File: src/rtl/riscv_dmem_port_pkg.sv
// Shared definitions for the data-memory port: funct3 size codes,
// access-size decoding and the in-flight load metadata record.
package riscv_dmem_port_pkg;

   localparam logic [2:0] MASK_B  = 3'b000;
   localparam logic [2:0] MASK_H  = 3'b001;
   localparam logic [2:0] MASK_W  = 3'b010;
   localparam logic [2:0] MASK_D  = 3'b011;
   localparam logic [2:0] MASK_BU = 3'b100;
   localparam logic [2:0] MASK_HU = 3'b101;
   localparam logic [2:0] MASK_WU = 3'b110;

   // Offset field sized for the widest (64-bit) data path
   localparam int unsigned META_OFF_W = 3;

   typedef struct packed {
      logic                  valid;
      logic [2:0]            size;
      logic [META_OFF_W-1:0] offset;
   } dmem_meta_t;

   // Access size in bytes; 0 marks an encoding that is never legal
   function automatic logic [3:0] size_bytes(input logic [2:0] size);
      case (size)
         MASK_B, MASK_BU:  size_bytes = 4'd1;
         MASK_H, MASK_HU:  size_bytes = 4'd2;
         MASK_W, MASK_WU:  size_bytes = 4'd4;
         MASK_D:           size_bytes = 4'd8;
         default:          size_bytes = 4'd0;
      endcase
   endfunction

endpackage

File: src/rtl/riscv_dmem_port_load_extend.sv
// Load data alignment: shifts the addressed bytes down to bit 0 and
// sign- or zero-extends them according to the funct3 size code.
module riscv_dmem_port_load_extend
   import riscv_dmem_port_pkg::*;
#(
   parameter int unsigned DATA_WIDTH = 32
) (
   input  logic [DATA_WIDTH-1:0] raw_in,
   input  logic [2:0]            size_in,
   input  logic [META_OFF_W-1:0] offset_in,
   output logic [DATA_WIDTH-1:0] data_out
);

   logic [DATA_WIDTH-1:0] shifted;

   // Byte-lane shift then width-specific extension
   always_comb begin
      shifted = raw_in >> {offset_in, 3'b000};
      case (size_in)
         MASK_B:  data_out = DATA_WIDTH'($signed(shifted[7:0]));
         MASK_BU: data_out = DATA_WIDTH'(shifted[7:0]);
         MASK_H:  data_out = DATA_WIDTH'($signed(shifted[15:0]));
         MASK_HU: data_out = DATA_WIDTH'(shifted[15:0]);
         MASK_W:  data_out = DATA_WIDTH'($signed(shifted[31:0]));
         MASK_WU: data_out = DATA_WIDTH'(shifted[31:0]);
         default: data_out = shifted;
      endcase
   end

endmodule

File: src/rtl/riscv_dmem_port.sv
// Data-memory port between the MEM stage and a fixed-latency synchronous
// RAM: lane-aligned stores with byte enables, pipelined load tracking and
// misaligned-access suppression.
module riscv_dmem_port
   import riscv_dmem_port_pkg::*;
#(
   parameter int unsigned ADDR_WIDTH  = 32,
   parameter int unsigned DATA_WIDTH  = 32,
   parameter int unsigned MEM_LATENCY = 2
) (
   input  logic                    clk_in,
   input  logic                    rst_in,
   input  logic                    cpu_read_enable_in,
   input  logic                    cpu_write_enable_in,
   input  logic [ADDR_WIDTH-1:0]   cpu_addr_in,
   input  logic [DATA_WIDTH-1:0]   cpu_data_in,
   input  logic [2:0]              cpu_size_in,
   output logic [DATA_WIDTH-1:0]   cpu_data_out,
   output logic                    cpu_data_valid_out,
   output logic                    cpu_misaligned_out,
   output logic [ADDR_WIDTH-1:0]   cpu_fault_addr_out,
   output logic                    busy_out,
   output logic [ADDR_WIDTH-1:0]   mem_addr_out,
   output logic [DATA_WIDTH-1:0]   mem_data_out,
   output logic [DATA_WIDTH/8-1:0] mem_write_enable_out,
   input  logic [DATA_WIDTH-1:0]   mem_data_in
);

   localparam int unsigned BYTES = DATA_WIDTH / 8;
   localparam int unsigned OFF_W = $clog2(BYTES);
   localparam int unsigned CNT_W = $clog2(MEM_LATENCY + 1);

   logic [OFF_W-1:0]      offset;
   logic [OFF_W-1:0]      lane_mask;
   logic [3:0]            acc_bytes;
   logic                  size_legal;
   logic                  aligned;
   logic                  misaligned_c;
   logic                  store_ok;
   logic                  load_ok;

   dmem_meta_t            meta_q [MEM_LATENCY];
   dmem_meta_t            tail;
   logic [CNT_W-1:0]      cnt_q;
   logic                  misaligned_q;
   logic [ADDR_WIDTH-1:0] fault_addr_q;
   logic [DATA_WIDTH-1:0] ext_data;

   // Request decode: legality, alignment and which access actually proceeds
   always_comb begin
      offset       = cpu_addr_in[OFF_W-1:0];
      acc_bytes    = size_bytes(cpu_size_in);
      size_legal   = (acc_bytes != 4'd0) && (acc_bytes <= 4'(BYTES)) &&
                     !((DATA_WIDTH == 32) && (cpu_size_in == MASK_WU));
      aligned      = (offset & OFF_W'(acc_bytes - 4'd1)) == '0;
      misaligned_c = (cpu_read_enable_in || cpu_write_enable_in) && !(size_legal && aligned);
      store_ok     = cpu_write_enable_in && !misaligned_c;
      load_ok      = cpu_read_enable_in && !cpu_write_enable_in && !misaligned_c;
   end

   // RAM request: word address, replicated store lanes, byte enables
   always_comb begin
      mem_addr_out         = '0;
      mem_data_out         = '0;
      mem_write_enable_out = '0;
      lane_mask            = '0;
      if (!rst_in) begin
         mem_addr_out = {cpu_addr_in[ADDR_WIDTH-1:OFF_W], OFF_W'(0)};
         lane_mask    = size_legal ? OFF_W'(acc_bytes - 4'd1) : '0;
         for (int i = 0; i < int'(BYTES); i++) begin
            mem_data_out[8*i +: 8] = cpu_data_in[8*(i & int'(lane_mask)) +: 8];
         end
         if (store_ok) begin
            mem_write_enable_out = BYTES'(((16'd1 << acc_bytes) - 16'd1) << offset);
         end
      end
   end

   // Load metadata pipeline, one stage per cycle of RAM latency
   always_ff @(posedge clk_in or posedge rst_in) begin
      if (rst_in) begin
         for (int i = 0; i < int'(MEM_LATENCY); i++) begin
            meta_q[i] <= '0;
         end
      end else begin
         meta_q[0] <= '{valid: load_ok, size: cpu_size_in, offset: META_OFF_W'(offset)};
         for (int i = 1; i < int'(MEM_LATENCY); i++) begin
            meta_q[i] <= meta_q[i-1];
         end
      end
   end

   assign tail = meta_q[MEM_LATENCY-1];

   // In-flight load count: up on accepted load, down on returned load
   always_ff @(posedge clk_in or posedge rst_in) begin
      if (rst_in) begin
         cnt_q <= '0;
      end else if (load_ok && !tail.valid) begin
         cnt_q <= cnt_q + CNT_W'(1);
      end else if (!load_ok && tail.valid) begin
         cnt_q <= cnt_q - CNT_W'(1);
      end
   end

   // Fault pulse and sticky fault address
   always_ff @(posedge clk_in or posedge rst_in) begin
      if (rst_in) begin
         misaligned_q <= 1'b0;
         fault_addr_q <= '0;
      end else begin
         misaligned_q <= misaligned_c;
         if (misaligned_c) begin
            fault_addr_q <= cpu_addr_in;
         end
      end
   end

   riscv_dmem_port_load_extend #(
      .DATA_WIDTH (DATA_WIDTH)
   ) u_load_extend (
      .raw_in    (mem_data_in),
      .size_in   (tail.size),
      .offset_in (tail.offset),
      .data_out  (ext_data)
   );

   assign cpu_data_valid_out = tail.valid;
   assign cpu_data_out       = tail.valid ? ext_data : '0;
   assign cpu_misaligned_out = misaligned_q;
   assign cpu_fault_addr_out = fault_addr_q;
   assign busy_out           = (cnt_q != '0);

endmodule
File: config.mk
export PLATFORM = sky130hd
export DESIGN_NAME = riscv_dmem_port
export DESIGN_NICKNAME = d
export VERILOG_FILES = /design/src/rtl/riscv_dmem_port_pkg.sv /design/src/rtl/riscv_dmem_port_load_extend.sv /design/src/rtl/riscv_dmem_port.sv
export SDC_FILE = /design/constraint.sdc
export NUM_CORES = 1
export LEC_CHECK = 0
export BUFFER_PORTS_ARGS = -buffer_cell sky130_fd_sc_hd__buf_2
export CAP_MARGIN = 20
export CORE_AREA = 2 2 100 102
export DETAILED_ROUTE_END_ITERATION = 16
export DIE_AREA = 0 0 102 104
export PLACE_DENSITY_LB_ADDON = 0.2
export SETUP_SLACK_MARGIN = 0.5
export SYNTH_ARGS = -nofsm -noshare
export SYNTH_HDL_FRONTEND = slang
export SYNTH_HIERARCHICAL = 1
export SYNTH_SLANG_ARGS = --single-unit
File: constraint.sdc
create_clock -name clk_in -period 2.9 [get_ports clk_in]
set_input_delay 0.58 -clock clk_in [delete_from_list [all_inputs] [get_ports clk_in]]
set_output_delay 0.58 -clock clk_in [all_outputs]
set_load 0.005 [all_outputs]
Yosys cells after proc, flatten, opt, wreduce, memory -nomap -nowiden

Cells that the tools add are included.
W data, S select, Z words.

Shift-type cells: 6
Div/mod/pow operators: 0
Equal/unequal tests: 9
Order comparisons: 1
Reductions and logical operators: 25
Muxes and demuxes: 10
Multipliers: 0
$add $sub $neg: 4
Bitwise operators: 1

Operator list:

| operator                | number |
|---|---|
| $pmux W32 S4            | 1 |
| $mux W32                | 3 |
| $shiftx A32 B6 Y8       | 2 |
| $shiftx A32 B5 Y8       | 1 |
| $shr A32 B5 Y32         | 1 |
| $pmux W4 S4             | 1 |
| $shl A1 B4 Y16 const A  | 1 |
| $shl A16 B2 Y4          | 1 |
| $sub A16 B1 Y16 const B | 1 |
| $eq A3 B3 Y1 const B    | 5 |
| $logic_and A1 B1 Y1     | 9 |
| $mux W4                 | 2 |
| $eq A3 B1 Y1 const B    | 2 |
| $eq A3 B2 Y1 const B    | 2 |
| $logic_not A1 Y1        | 6 |
| $logic_not A3 Y1        | 2 |
| $mux W2                 | 3 |
| $reduce_or A2 Y1        | 3 |
| $le A4 B3 Y1 const B    | 1 |
| $reduce_bool A2 Y1      | 2 |
| $reduce_bool A4 Y1      | 1 |
| $sub A2 B1 Y2 const B   | 2 |
| $add A2 B1 Y2 const B   | 1 |
| $and A2 B2 Y2           | 1 |
| 2 further kinds         | 2 |

Memories kept: 0
Flip-flop bits (word level): 47
Bits in writable memories: 0
Bits in latches: 0
Logic and storage cells: 65
Bits of input ports: 103
ROM bits: 0

Logic depth before layout (Yosys ltp)

Word-level depth: 15
Depth in mapped cells: 9
Gate-level depth less buffers: 9

Cells and area by module

The synthesis kept the hierarchy.

By module, submodules not included:

| module                      | cells each | area an instance (sq um) | times used | seq. area each (sq um) |
|---|---|---|---|---|
| riscv_dmem_port             | 270        | 2904.0                   | 1          | 1176.1 |
| riscv_dmem_port_load_extend | 110        | 748.2                    | 1          | 0.0 |

Worst setup path after synthesis

OpenSTA, ideal clock, no wires.

Kind: input -> output
Start point: in rst_in
End point: out mem_write_enable_out[0]
Arrival time: 2.507 ns
Stages on the path: 4
Slack: -0.187 ns
Data required time: 2.320 ns
Path through: clkbuf_1 inv_1 nand4_1 nor4b_1

Cells in the longest elaborated chain, start to end: 1

RTL lines:

| item        | line                  | source |
|---|---|---|
| from (decl) | riscv_dmem_port.sv:12 | `input logic rst_in,` |
| $mux W4     | riscv_dmem_port.sv:67 | `if (!rst_in) begin` |
| to (decl)   | riscv_dmem_port.sv:25 | `output logic [DATA_WIDTH/8-1:0] mem_write_enable_out,` |

Every way passes these cells.

Worst setup path in the final report

Start point: in cpu_size_in[0]
End point: out mem_write_enable_out[3]

Cells in the longest elaborated chain, start to end: 13
Elaborated cells on any way between the ends: 29
Those cells by class: add/sub: 2; order compare: 1; eq/ne: 6; shift: 2; mux: 3; bitwise: 1; reduce/logical: 14

RTL lines:

| item                                                     | line                  | source |
|---|---|---|
| from (decl)                                              | riscv_dmem_port.sv:17 | `input logic [2:0] cpu_size_in,` |
| branches (longest 11 deep; another with $sub A16 B1 Y16) | n/a                   |  |
| $mux W4 (*)                                              | riscv_dmem_port.sv:73 | `if (store_ok) begin` |
| $mux W4 (*)                                              | riscv_dmem_port.sv:67 |  |

Mark *: on every way between the ends.

==> results.py <==
metrics = {
    "logic_synthesis": {
        "synth_common_cells": "dfrtp_1 (47), nor2b_1 (47), mux2i_1 (34)",
        "async_flop_share": 1.00,
        "syn-cell-area_um2": 3650,
        "ys_types": 48,
        "synth_area_per_cell_um2": 9.61,
        "synth_edf_count": 0,
        "synth_cells": 380,
        "synth-seq-cells": 47,
        "yosysTopAreaCellShare": 0.322,
        "ys_seq_area_frac": 0.322,
        "synthTopCellsByArea": "dfrtp_1 (32%), mux2_4 (12%), mux2i_1 (9.3%)",
        "ys_warn_count": 6,
        "synth_ff_type": "dfrtp_1",
        "synth_top_cell_by_area": "dfrtp_1",
    },
    "worst_setup_path": {
        "cp_max_fo": 5,
        "start_kind": "input pin",
        "cp-end-kind": "primary output",
        "cp_num_buf_inv": 3,
        "crit_type": "in -> out",
        "crit_family": "adder cells",
        "cp_common_cell": "ha_4",
        "cp_cell_sequence": "buf_6 -> or2_4 -> ha_4 -> buf_4 -> nand2_4 -> ha_4 -> mux2i_1 -> o22ai_1 -> a211oi_2 -> buf_2",
        "cpMaxStageDelayCell": "or2_4",
        "startpoint": "cpu_size_in[0]",
        "rr_startpoint": "cpu_data_valid_out",
        "arrival_ns": 2.16,
        "critPathRequiredTime_ns": 2.32,
        "slowest_delay_ns": 0.26,
    },
    "finish": {
        "fill_cells": 847,
        "area_delta_synth_final_pct": 59.8,
        "nets": 748,
        "antenna-diode-count": 0,
        "drive_above_1_share": 0.607,
        "finalNonFillerCells": 774,
    },
    "drt": {
        "ant_nets": 0,
        "drc_errors": 0,
        "vias": 3817,
        "wl_um": 11600,
        "first_iter_violations": 111,
        "viasPerCell": 4.93,
        "drt_pass1_iterations": 4,
        "drt-wirelength-per-cell_um": 15.0,
    },
    "grt": {
        "grt_pass1_vias": 3448,
        "antenna_found_initial": 0,
        "gr-total-overflow": 0,
        "grt_start_max_net_pins": 48,
        "track_usage": 0.194,
        "grt_pass1_wl_um": 16700,
    },
    "timing": {
        "finClkSkew_ns": 0.00775,
        "worst_slack_ns": 0.159,
        "fin_hold_ws_ns": 0.352,
        "setup_tns_ns": 0,
        "clock.fmax_mhz": 365,
        "slew_headroom": 0.487,
        "hold_violations": 0,
        "rsz0062_at_grt": "true",
        "post-route-period-util": 0.945,
        "slew_violations": 0,
        "tightest_slew_ns": 0.769,
        "post-route-min-period_ns": 2.74,
        "setup_violations": 0,
    },
    "clocking": {
        "htreeDepth": 2,
        "clkLatencyLatePin_ns": 0.30,
        "cts.sinks": 47,
        "clock_path_buffers": 2,
        "cts_tree": "done",
        "cts_buffers": 5,
        "path_clk_slew_ns": 0.08,
        "ctsRootBufferMaster": "clkbuf_8",
    },
    "floorplanning": {
        "die_h_um": 104,
        "die_area_um2": 10600,
        "initial_core_util": 0.382,
        "core_area_um2": 9550,
        "io_pins": 238,
        "rows": 36,
        "fp.dieW_um": 102,
    },
    "placed_design": {
        "gp_congestion": 0.881,
        "hpwl_um": 8260,
        "port_buffers": 235,
        "dp.cells": 735,
        "dpl_worst_slack_ns": 0.128,
    },
    "power_and_ir_drop": {
        "p_leak_nw": 3.01,
        "cellPowerDensity_nw_per_um2": 356,
        "ir_worst_vdd_mv": 0.210,
    },
    "status": {
        "run_status": "completed",
    },
    "worst_hold_path": {
        "hold_class": "reg -> reg",
        "holdCritStartpoint": "meta_q[13]",
    },
    "flow_run": {
        "cap_violations": 0,
    },
}
per-stage QoR:
step | cell area (um^2) | total power [mW] | utilization
finish | 5840 | 2.08 | 0.611
global route | 5840 | 2.20 | 0.611
CTS | 5380 | 2.00 | 0.563
detailed placement | 5020 | 1.46 | 0.526
global placement | 5020 | 1.44 | 0.526
floorplan | 3750 | 1.19 | -
where the power goes:
group          internal [mW]  switching, mW
Clock                  0.260          0.234
Sequential             0.734         0.0532
Combinational          0.440          0.358
per-layer routing:
layer	global-route usage	vias up	share of wire
met5	0	-	0
met4	0.0410	0	0.014
met1	0.234	1786	0.39
li1	-	1839	-
met3	0.0497	16	0.074
met2	0.345	176	0.52
layout by cell type (no fill, tap or decap), types with 14 or more instances in the layout:
cell type and count:
dfrtp_1 45, a211oi_1 14, nand2_1 18, nor2_1 25, nor2b_1 46, mux2i_1 21, and2_1 31, buf_4 31
buf_2 233, mux2_4 29
layout make-up:
type | count | area [um^2] | share of cell area
Multi-Input combinational cell | 300 | 2670 | 0.457
Clock inverter | 3 | 46.3 | 0.00793
Timing Repair Buffer | 280 | 1680 | 0.288
Inverter | 6 | 28.8 | 0.00493
Sequential cell | 47 | 1180 | 0.202
Tap cell | 133 | 166 | 0.0285
Clock buffer | 5 | 68.8 | 0.0118
cell families after synthesis:
group,after synthesis,share of synthesized area
xor gates and xnor gates,4,0.00959
buffers and inverters,36,0.0569
DFF,47,0.322
adders and majority gates,5,0.0171
and+or+nand+nor,151,0.230
other,1,0.00103
AOI/OAI and AO/OA,69,0.136
muxes,67,0.228
repair_timing:
item / in CTS / in global routing
setup buffers: 12 / 15
pin swaps: 10 / 13
hold buffers: 0 / 0
endpoints found under the setup margin: 52 / 52
cloned: 0 / 4
gates resized for setup: 34 / 60
final timing paths:
| kind | to | slack [ns] | depth (start not counted) |
|---|---|---|---|
| worst max-delay path | mem_write_enable_out[3] | 0.16 | 10 |
| worst min-delay path | cpu_data_valid_out | 0.35 | 0 |
| worst max register to register | cnt_q[1] | 1.26 | 5 |
| worst min register to register | cpu_data_valid_out | 0.35 | 0 |
| max in group asynchronous | meta_q[1] | 1.81 | 3 |
| min in group asynchronous | cpu_fault_addr_out[25] | 0.65 | 3 |
flip-flops by register name (all words and copies together), names as in the netlist:
register            count
cnt_q                   2
cpu_misaligned_out      1
cpu_data_valid_out      1
cpu_fault_addr_out     32
meta_q                 11
Note: power is estimated with default switching activity, not from simulation.
